<file path="config.mk">
export PLATFORM = sky130hd
export DESIGN_NAME = hpdcache_mshr_sched_flat
export DESIGN_NICKNAME = d
export VERILOG_FILES = /design/src/rtl/hpdcache_mshr_sched_if.sv /design/src/rtl/hpdcache_mshr_sched.sv /design/src/flat_wrapper.sv
export SDC_FILE = /design/constraint.sdc
export NUM_CORES = 1
export LEC_CHECK = 0
export ABC_AREA = 1
export CORE_AREA = 2 2 89 91
export CTS_CLUSTER_DIAMETER = 100
export DETAILED_ROUTE_END_ITERATION = 8
export DIE_AREA = 0 0 91 93
export DONT_BUFFER_PORTS = 1
export PLACE_DENSITY = 0.49
export SYNTH_ARGS = -nofsm -noshare
export SYNTH_HDL_FRONTEND = slang
export SYNTH_SLANG_ARGS = --single-unit
</file>
<file path="constraint.sdc">
create_clock -name clk_i -period 1.91 [get_ports clk_i]
set_clock_uncertainty 0.15 [all_clocks]
set_input_delay 0.382 -clock clk_i [delete_from_list [all_inputs] [get_ports clk_i]]
set_output_delay 0.382 -clock clk_i [all_outputs]
set_load 0.02 [all_outputs]
</file>
<file path="src/rtl/hpdcache_mshr_sched_if.sv">
// Bus bundle for the MSHR scheduler: the miss request channel, the refill ack
// channel, the MSHR command/status lines and the status outputs.
// slave  = the scheduler itself, master = the surrounding environment.
interface hpdcache_mshr_sched_if #(
    parameter int SET_W  = 7,
    parameter int TAG_W  = 20,
    parameter int MSET_W = 2,
    parameter int MWAY_W = 2,
    parameter int CNT_W  = 5
);
    logic              miss_valid_i;
    logic              miss_ready_o;
    logic [SET_W-1:0]  miss_set_i;
    logic [TAG_W-1:0]  miss_tag_i;
    logic              miss_rsp_valid_o;
    logic [1:0]        miss_rsp_o;
    logic              refill_valid_i;
    logic              refill_ready_o;
    logic [MSET_W-1:0] refill_set_i;
    logic [MWAY_W-1:0] refill_way_i;
    logic              refill_rsp_valid_o;
    logic              mshr_check_o;
    logic [SET_W-1:0]  mshr_check_set_o;
    logic [TAG_W-1:0]  mshr_check_tag_o;
    logic              mshr_hit_i;
    logic              mshr_alloc_full_i;
    logic              mshr_alloc_o;
    logic              mshr_alloc_cs_o;
    logic              mshr_ack_o;
    logic              mshr_ack_cs_o;
    logic [MSET_W-1:0] mshr_ack_set_o;
    logic [MWAY_W-1:0] mshr_ack_way_o;
    logic [CNT_W-1:0]  outstanding_o;
    logic              idle_o;
    logic              err_o;

    modport slave (
        input  miss_valid_i, miss_set_i, miss_tag_i,
        input  refill_valid_i, refill_set_i, refill_way_i,
        input  mshr_hit_i, mshr_alloc_full_i,
        output miss_ready_o, miss_rsp_valid_o, miss_rsp_o,
        output refill_ready_o, refill_rsp_valid_o,
        output mshr_check_o, mshr_check_set_o, mshr_check_tag_o,
        output mshr_alloc_o, mshr_alloc_cs_o,
        output mshr_ack_o, mshr_ack_cs_o, mshr_ack_set_o, mshr_ack_way_o,
        output outstanding_o, idle_o, err_o
    );

    modport master (
        output miss_valid_i, miss_set_i, miss_tag_i,
        output refill_valid_i, refill_set_i, refill_way_i,
        output mshr_hit_i, mshr_alloc_full_i,
        input  miss_ready_o, miss_rsp_valid_o, miss_rsp_o,
        input  refill_ready_o, refill_rsp_valid_o,
        input  mshr_check_o, mshr_check_set_o, mshr_check_tag_o,
        input  mshr_alloc_o, mshr_alloc_cs_o,
        input  mshr_ack_o, mshr_ack_cs_o, mshr_ack_set_o, mshr_ack_way_o,
        input  outstanding_o, idle_o, err_o
    );
endinterface

</file>
<file path="src/rtl/hpdcache_mshr_sched.sv">
// MSHR command scheduler: arbitrates refill acks against miss checks so the
// MSHR sees at most one command per cycle. A miss check takes two cycles
// (IDLE grant, CHK outcome); acks can issue every cycle. An ack burst limit
// keeps a waiting miss from starving behind continuous refills.
// Optional statistics counters: define HPDCACHE_MSHR_SCHED_STATS_EN.
module hpdcache_mshr_sched #(
    parameter int SET_W         = 7,
    parameter int TAG_W         = 20,
    parameter int MSET_W        = 2,
    parameter int MWAY_W        = 2,
    parameter int CNT_W         = 5,
    parameter int ACK_BURST_MAX = 4
) (
    input  logic                     clk_i,
    input  logic                     rst_ni,
    hpdcache_mshr_sched_if.slave     bus
`ifdef HPDCACHE_MSHR_SCHED_STATS_EN
    ,
    output logic [31:0]              stat_alloc_o,
    output logic [31:0]              stat_hit_o,
    output logic [31:0]              stat_full_o
`endif
);
    localparam int BW = $clog2(ACK_BURST_MAX + 1);

    typedef enum logic {IDLE = 1'b0, CHK = 1'b1} state_t;

    state_t            r_state, w_state_next;
    logic [BW-1:0]     r_ack_burst;
    logic [SET_W-1:0]  r_set;
    logic [TAG_W-1:0]  r_tag;
    logic [CNT_W-1:0]  r_outstanding;
    logic              r_refill_rsp_valid;
    logic              r_err;
    logic              w_miss_wins;
    logic              w_refill_grant;
    logic              w_miss_grant;
    logic              w_alloc;

    // The ack target always follows the refill channel; only the strobes are gated.
    assign bus.mshr_ack_set_o     = bus.refill_set_i;
    assign bus.mshr_ack_way_o     = bus.refill_way_i;
    assign bus.refill_rsp_valid_o = r_refill_rsp_valid;
    assign bus.outstanding_o      = r_outstanding;
    assign bus.err_o              = r_err;
    assign bus.idle_o             = (r_state == IDLE) && (r_outstanding == '0) && !r_refill_rsp_valid;
    assign w_miss_wins            = bus.miss_valid_i && (r_ack_burst == BW'(ACK_BURST_MAX));

    // State register.
    always_ff @(posedge clk_i or negedge rst_ni) begin
        if (!rst_ni) r_state <= IDLE;
        else         r_state <= w_state_next;
    end

    // Arbitration, MSHR command generation and next state.
    always_comb begin
        w_state_next         = r_state;
        w_refill_grant       = 1'b0;
        w_miss_grant         = 1'b0;
        w_alloc              = 1'b0;
        bus.miss_ready_o     = 1'b0;
        bus.refill_ready_o   = 1'b0;
        bus.miss_rsp_valid_o = 1'b0;
        bus.miss_rsp_o       = 2'd0;
        bus.mshr_check_o     = 1'b0;
        bus.mshr_check_set_o = r_set;
        bus.mshr_check_tag_o = r_tag;
        bus.mshr_alloc_o     = 1'b0;
        bus.mshr_alloc_cs_o  = 1'b0;
        bus.mshr_ack_o       = 1'b0;
        bus.mshr_ack_cs_o    = 1'b0;
        case (r_state)
            IDLE: begin
                // Ready is held low during reset so nothing is granted.
                bus.refill_ready_o   = rst_ni && !w_miss_wins;
                bus.miss_ready_o     = rst_ni && !(bus.refill_valid_i && !w_miss_wins);
                bus.mshr_check_set_o = bus.miss_set_i;
                bus.mshr_check_tag_o = bus.miss_tag_i;
                w_refill_grant       = bus.refill_valid_i && bus.refill_ready_o;
                w_miss_grant         = bus.miss_valid_i && bus.miss_ready_o;
                if (w_refill_grant) begin
                    bus.mshr_ack_o    = 1'b1;
                    bus.mshr_ack_cs_o = 1'b1;
                end
                if (w_miss_grant) begin
                    bus.mshr_check_o = 1'b1;
                    w_state_next     = CHK;
                end
            end
            CHK: begin
                bus.miss_rsp_valid_o = 1'b1;
                if (bus.mshr_hit_i)             bus.miss_rsp_o = 2'd1;
                else if (bus.mshr_alloc_full_i) bus.miss_rsp_o = 2'd2;
                else begin
                    bus.miss_rsp_o      = 2'd0;
                    bus.mshr_alloc_o    = 1'b1;
                    bus.mshr_alloc_cs_o = 1'b1;
                    w_alloc             = 1'b1;
                end
                w_state_next = IDLE;
            end
            default: w_state_next = IDLE;
        endcase
    end

    // Datapath: burst limiter, captured request, outstanding count and error flag.
    always_ff @(posedge clk_i or negedge rst_ni) begin
        if (!rst_ni) begin
            r_ack_burst        <= '0;
            r_set              <= '0;
            r_tag              <= '0;
            r_outstanding      <= '0;
            r_refill_rsp_valid <= 1'b0;
            r_err              <= 1'b0;
        end else begin
            r_refill_rsp_valid <= w_refill_grant;
            if (w_miss_grant || !bus.miss_valid_i)
                r_ack_burst <= '0;
            else if (w_refill_grant && (r_ack_burst != BW'(ACK_BURST_MAX)))
                r_ack_burst <= r_ack_burst + BW'(1);
            if (w_miss_grant) begin
                r_set <= bus.miss_set_i;
                r_tag <= bus.miss_tag_i;
            end
            // Alloc (CHK) and ack (IDLE) are mutually exclusive by construction.
            if (w_alloc) begin
                if (r_outstanding != '1) r_outstanding <= r_outstanding + CNT_W'(1);
            end else if (w_refill_grant) begin
                if (r_outstanding == '0) r_err         <= 1'b1;
                else                     r_outstanding <= r_outstanding - CNT_W'(1);
            end
        end
    end

`ifdef HPDCACHE_MSHR_SCHED_STATS_EN
    // Saturating outcome counters, one step per CHK response.
    always_ff @(posedge clk_i or negedge rst_ni) begin
        if (!rst_ni) begin
            stat_alloc_o <= '0;
            stat_hit_o   <= '0;
            stat_full_o  <= '0;
        end else if (r_state == CHK) begin
            if (bus.miss_rsp_o == 2'd0 && stat_alloc_o != '1) stat_alloc_o <= stat_alloc_o + 32'd1;
            if (bus.miss_rsp_o == 2'd1 && stat_hit_o   != '1) stat_hit_o   <= stat_hit_o + 32'd1;
            if (bus.miss_rsp_o == 2'd2 && stat_full_o  != '1) stat_full_o  <= stat_full_o + 32'd1;
        end
    end
`endif
endmodule

</file>
<file path="src/flat_wrapper.sv">
// flat-port wrapper written by rule: the top's interface ports become plain ports
module hpdcache_mshr_sched_flat 
#(
    parameter int SET_W         = 7,
    parameter int TAG_W         = 20,
    parameter int MSET_W        = 2,
    parameter int MWAY_W        = 2,
    parameter int CNT_W         = 5,
    parameter int ACK_BURST_MAX = 4
)
  (clk_i, rst_ni, bus_miss_valid_i, bus_miss_set_i, bus_miss_tag_i, bus_refill_valid_i, bus_refill_set_i, bus_refill_way_i, bus_mshr_hit_i, bus_mshr_alloc_full_i, bus_miss_ready_o, bus_miss_rsp_valid_o, bus_miss_rsp_o, bus_refill_ready_o, bus_refill_rsp_valid_o, bus_mshr_check_o, bus_mshr_check_set_o, bus_mshr_check_tag_o, bus_mshr_alloc_o, bus_mshr_alloc_cs_o, bus_mshr_ack_o, bus_mshr_ack_cs_o, bus_mshr_ack_set_o, bus_mshr_ack_way_o, bus_outstanding_o, bus_idle_o, bus_err_o);
  hpdcache_mshr_sched_if #(.SET_W(SET_W), .TAG_W(TAG_W), .MSET_W(MSET_W), .MWAY_W(MWAY_W), .CNT_W(CNT_W)) bus_i ();
  input  logic clk_i;
  input  logic rst_ni;
  input wire logic [$bits(bus_i.miss_valid_i)-1:0] bus_miss_valid_i;
  input wire logic [$bits(bus_i.miss_set_i)-1:0] bus_miss_set_i;
  input wire logic [$bits(bus_i.miss_tag_i)-1:0] bus_miss_tag_i;
  input wire logic [$bits(bus_i.refill_valid_i)-1:0] bus_refill_valid_i;
  input wire logic [$bits(bus_i.refill_set_i)-1:0] bus_refill_set_i;
  input wire logic [$bits(bus_i.refill_way_i)-1:0] bus_refill_way_i;
  input wire logic [$bits(bus_i.mshr_hit_i)-1:0] bus_mshr_hit_i;
  input wire logic [$bits(bus_i.mshr_alloc_full_i)-1:0] bus_mshr_alloc_full_i;
  output wire logic [$bits(bus_i.miss_ready_o)-1:0] bus_miss_ready_o;
  output wire logic [$bits(bus_i.miss_rsp_valid_o)-1:0] bus_miss_rsp_valid_o;
  output wire logic [$bits(bus_i.miss_rsp_o)-1:0] bus_miss_rsp_o;
  output wire logic [$bits(bus_i.refill_ready_o)-1:0] bus_refill_ready_o;
  output wire logic [$bits(bus_i.refill_rsp_valid_o)-1:0] bus_refill_rsp_valid_o;
  output wire logic [$bits(bus_i.mshr_check_o)-1:0] bus_mshr_check_o;
  output wire logic [$bits(bus_i.mshr_check_set_o)-1:0] bus_mshr_check_set_o;
  output wire logic [$bits(bus_i.mshr_check_tag_o)-1:0] bus_mshr_check_tag_o;
  output wire logic [$bits(bus_i.mshr_alloc_o)-1:0] bus_mshr_alloc_o;
  output wire logic [$bits(bus_i.mshr_alloc_cs_o)-1:0] bus_mshr_alloc_cs_o;
  output wire logic [$bits(bus_i.mshr_ack_o)-1:0] bus_mshr_ack_o;
  output wire logic [$bits(bus_i.mshr_ack_cs_o)-1:0] bus_mshr_ack_cs_o;
  output wire logic [$bits(bus_i.mshr_ack_set_o)-1:0] bus_mshr_ack_set_o;
  output wire logic [$bits(bus_i.mshr_ack_way_o)-1:0] bus_mshr_ack_way_o;
  output wire logic [$bits(bus_i.outstanding_o)-1:0] bus_outstanding_o;
  output wire logic [$bits(bus_i.idle_o)-1:0] bus_idle_o;
  output wire logic [$bits(bus_i.err_o)-1:0] bus_err_o;
  assign bus_i.miss_valid_i = bus_miss_valid_i;
  assign bus_i.miss_set_i = bus_miss_set_i;
  assign bus_i.miss_tag_i = bus_miss_tag_i;
  assign bus_i.refill_valid_i = bus_refill_valid_i;
  assign bus_i.refill_set_i = bus_refill_set_i;
  assign bus_i.refill_way_i = bus_refill_way_i;
  assign bus_i.mshr_hit_i = bus_mshr_hit_i;
  assign bus_i.mshr_alloc_full_i = bus_mshr_alloc_full_i;
  assign bus_miss_ready_o = bus_i.miss_ready_o;
  assign bus_miss_rsp_valid_o = bus_i.miss_rsp_valid_o;
  assign bus_miss_rsp_o = bus_i.miss_rsp_o;
  assign bus_refill_ready_o = bus_i.refill_ready_o;
  assign bus_refill_rsp_valid_o = bus_i.refill_rsp_valid_o;
  assign bus_mshr_check_o = bus_i.mshr_check_o;
  assign bus_mshr_check_set_o = bus_i.mshr_check_set_o;
  assign bus_mshr_check_tag_o = bus_i.mshr_check_tag_o;
  assign bus_mshr_alloc_o = bus_i.mshr_alloc_o;
  assign bus_mshr_alloc_cs_o = bus_i.mshr_alloc_cs_o;
  assign bus_mshr_ack_o = bus_i.mshr_ack_o;
  assign bus_mshr_ack_cs_o = bus_i.mshr_ack_cs_o;
  assign bus_mshr_ack_set_o = bus_i.mshr_ack_set_o;
  assign bus_mshr_ack_way_o = bus_i.mshr_ack_way_o;
  assign bus_outstanding_o = bus_i.outstanding_o;
  assign bus_idle_o = bus_i.idle_o;
  assign bus_err_o = bus_i.err_o;
  hpdcache_mshr_sched #(.SET_W(SET_W), .TAG_W(TAG_W), .MSET_W(MSET_W), .MWAY_W(MWAY_W), .CNT_W(CNT_W), .ACK_BURST_MAX(ACK_BURST_MAX)) u_core (.clk_i(clk_i), .rst_ni(rst_ni), .bus(bus_i));
endmodule
</file>
==> results by group <==
Power
  – Clock power frac: 24.6%
  – Peak VDD IR: 0.0003472 V
  – Net switching power: 1.023 mW
  – Int Pwr: 1.810 mW
  – Cell Pwr Density: 1026 mW/mm²
  – Seq pwr share: 41.3%
  – Static Leak: 1.399 nW
  – Sw Share: 36.10%
  – Gate power share: 34.1%

STA
  – Tmin final: 1.903 ns
  – Final Max Slew Viols: 0
  – Final hold slack: 0.07885 ns
  – Hold Vio Cnt, Final: 0
  – Slew margin rel.: 65.50%
  – Maximum clock rate: 525.4 MHz
  – Period Utilization, post-route: 99.65%
  – Final setup violation count: 0
  – Worst slew pin tran: 0.5121 ns
  – RSZ-0062 raised after global routing: yes
  – Fin Setup TNS: 0 ns

Clock tree
  – Clock Latency Late Sink: 0.29 ns
  – CTS tree: built
  – Total CTS buffers: 5
  – CTS clk-pin slew, worst paths: 0.08 ns
  – H-tree lvl count: 2
  – Clock Path Buffers: 2
  – CTS root buffer: clkbuf_8
  – Sink Count: 38

Detailed routing
  – 1st-iter DRT viols: 62
  – DRC: 0
  – DRT Wirelength: 4.816 mm
  – Routed wire per std cell: 11.63 µm
  – Post-route ant nets: 0
  – Pre-Repair DR Iteration Count: 4
  – Vias: 1802
  – Vias per cell: 4.353

GRT
  – Initial antenna violation count: 0
  – Total grt overflow: 0
  – Vias in the first global route: 1655
  – Total track usage: 11.91%
  – Maximum number of pins on one net before global-route repair: 39
  – First-pass GRT wire length: 8.031 mm

Synthesis
  – Cell variety after synth: 24
  – Largest family of logic cells by synthesized area: simple AND/OR/NAND/NOR gates
  – Simple-Gate Fraction of Synth Area: 20.98%
  – Adder-Cell Fraction of Synth Area: 3.733%
  – Post-synthesis compound-gate area fraction: 18.50%
  – Post-synthesis cell count: 275
  – Fraction of the yosys area taken by sequential cells: 42.99%
  – Syn Area/Cell: 8.044 µm²
  – Mux contribution to synthesized area: 0%
  – Cell Area, Synth: 0.002212 mm²
  – Count of state elements after synthesis: 38
  – XOR/XNOR Fraction of Synth Area: 0.7919%
  – Synth Warn #: 0
  – Syn nets: 318

Worst setup path
  – Crit path top cell by count: buf_6
  – Reg2Reg Depth: 11
  – Worst setup SP type: flop
  – Critical-path top delay cell: dfrtp_2
  – Slowest cell delay on critical path: 0.44 ns
  – Crit Path Category: reg -> out
  – Highest net fanout along the worst path: 7
  – R2R Setup Slk: 0.15 ns
  – CP endpoint kind: primary output
  – CP Data Required Time: 1.38 ns
  – CP arrival: 1.37 ns
  – Critical path, cell by cell: buf_6 > nor2_4 > nand2_1 > nor2_2 > buf_6

Finish
  – Finished Layout Cells: 414
  – Layout cell share with drive strength beyond 1: 34.29%
  – Fillers: 820
  – Fin area: 0.002760 mm²
  – Core Util, Final: 36.67%
  – Final #Nets: 355
  – Area Growth Syn to Fin: 24.77%
  – Antenna Cells: 0

Floorplan
  – Starting Density: 29.39%
  – Die height: 93 µm
  – Io pins: 86
  – Die ar.: 0.008463 mm²
  – CORE AREA: 0.007527 mm²
  – Die width: 91 µm
  – Core Rows: 32

Min path
  – Hold Path Stages: 2
  – Hold crit path type: in -> reg

Placement
  – Placed cells: 400
  – Area after DPL: 0.002515 mm²
  – Post-DP HPWL: 3.418 mm
  – Buffers added on ports: 0
  – Gp weighted congestion: 0.8160

Job
  – Total of max-cap violations: 0

Status
  – Outcome: complete, no violations
flip-flops by register name (all words and copies together) (netlist names):
name,count
u_core.bus.outstanding_o,5
u_core.r_tag,20
u_core.bus.err_o,1
u_core.r_set,7
u_core.r_ack_burst,3
u_core.r_state,1
u_core.bus.refill_rsp_valid_o,1
per-stage QoR:
stage / total power [mW] / setup slack, ns
detailed placement: 2.070 / 0.02038
floorplan: 1.828 / 0.003804
global route: 3.058 / -0.09226
CTS: 2.846 / -0.02969
global placement: 2.067 / 0.09939
finish: 2.833 / 0.006743
final cells by class:
type / count / area, µm² / area share [%]
clock buffers: 6 / 82.58 / 2.992
clock inverters: 1 / 30.03 / 1.088
inverters: 43 / 165.2 / 5.984
multi-input cells: 177 / 1021 / 36.99
flip-flops and latches: 38 / 954.7 / 34.59
well taps: 102 / 127.6 / 4.624
repair buffers: 47 / 379.1 / 13.74
critical path, delay by kind of cell, from the launching register on:
family | cells | cell delay (ns)
buf+inv | 2 | 0.31
flops | 1 | 0.44
simple gates | 3 | 0.34
cells in the final DEF (no fill, tap or decap), drive strengths merged:
cell type	instances
ha	5
nand2	84
dlygate4sd3	1
nand3	12
nor2	7
inv	42
xor2	2
o21ai	59
dfrtp	38
buf	46
a21oi	1
fa	1
bufinv	1
clkbuf	6
and3b	1
o21bai	1
nor3	1
clkinvlp	1
nand4	3
cell usage after synthesis:
cell      count  area share, %
nor2_2        1           0.28
o21ai_0      31            7.0
o21bai_1      1           0.34
fa_1          1           0.91
clkbuf_1      4           0.68
nand2_1      75             13
o21ai_2      27             11
buf_6         5            2.5
dfrtp_1      38             43
a21oi_1       1           0.23
nand3_1      12            2.7
nand2_4       1           0.51
buf_2         2           0.45
ha_1          5            2.8
inv_2         1           0.17
and3b_1       1           0.40
nand2_2       8            2.3
nor2_1        6            1.0
nor3_1        1           0.23
buf_4         6            2.0
o21ai_1       1           0.23
xor2_1        2           0.79
inv_1        42            7.1
nand4_1       3           0.85
power groups by stage:
stage	Combinational, mW	Clock, mW	Sequential (mW)
floorplan	0.640	0	1.19
CTS	0.956	0.729	1.16
finish	0.965	0.698	1.17
global route	1.11	0.758	1.19
detailed placement	0.900	0	1.17
global placement	0.895	0	1.17
final timing paths:
check / start / endpoint
worst min-delay path: bus_refill_valid_i / u_core.bus.err_o
worst max-delay path: u_core.r_state / bus_mshr_ack_cs_o
worst max register to register: u_core.r_state / u_core.bus.outstanding_o[4]
worst min register to register: u_core.r_tag[0] / u_core.r_tag[0]
max in group asynchronous: rst_ni / u_core.bus.outstanding_o[2]
min in group asynchronous: rst_ni / u_core.r_tag[13]
cell families (layout without fill, tap and decap cells):
family	Yosys count	after routing
fa+ha+maj	6	6
compound gates	61	61
flops	38	38
xor+xnor	2	2
buf+inv	60	97
simple gates	108	108
metal layers:
layer	global-route usage, %	routed length (µm)
met1	14.63	2161
met4	3.788	62
met5	0	0
met3	3.868	259
met2	19.88	2332
timing repair:
item | 4_1_cts | 5_1_grt
setup endpoints to repair | 9 | 19
resized for setup | 15 | 15
buffers inserted | 5 | 0
hold endpoints to repair | 38 | 0
hold buffers | 2 | 0
pin swaps | 6 | 6
No activity file was read; power rests on OpenSTA's default activity.
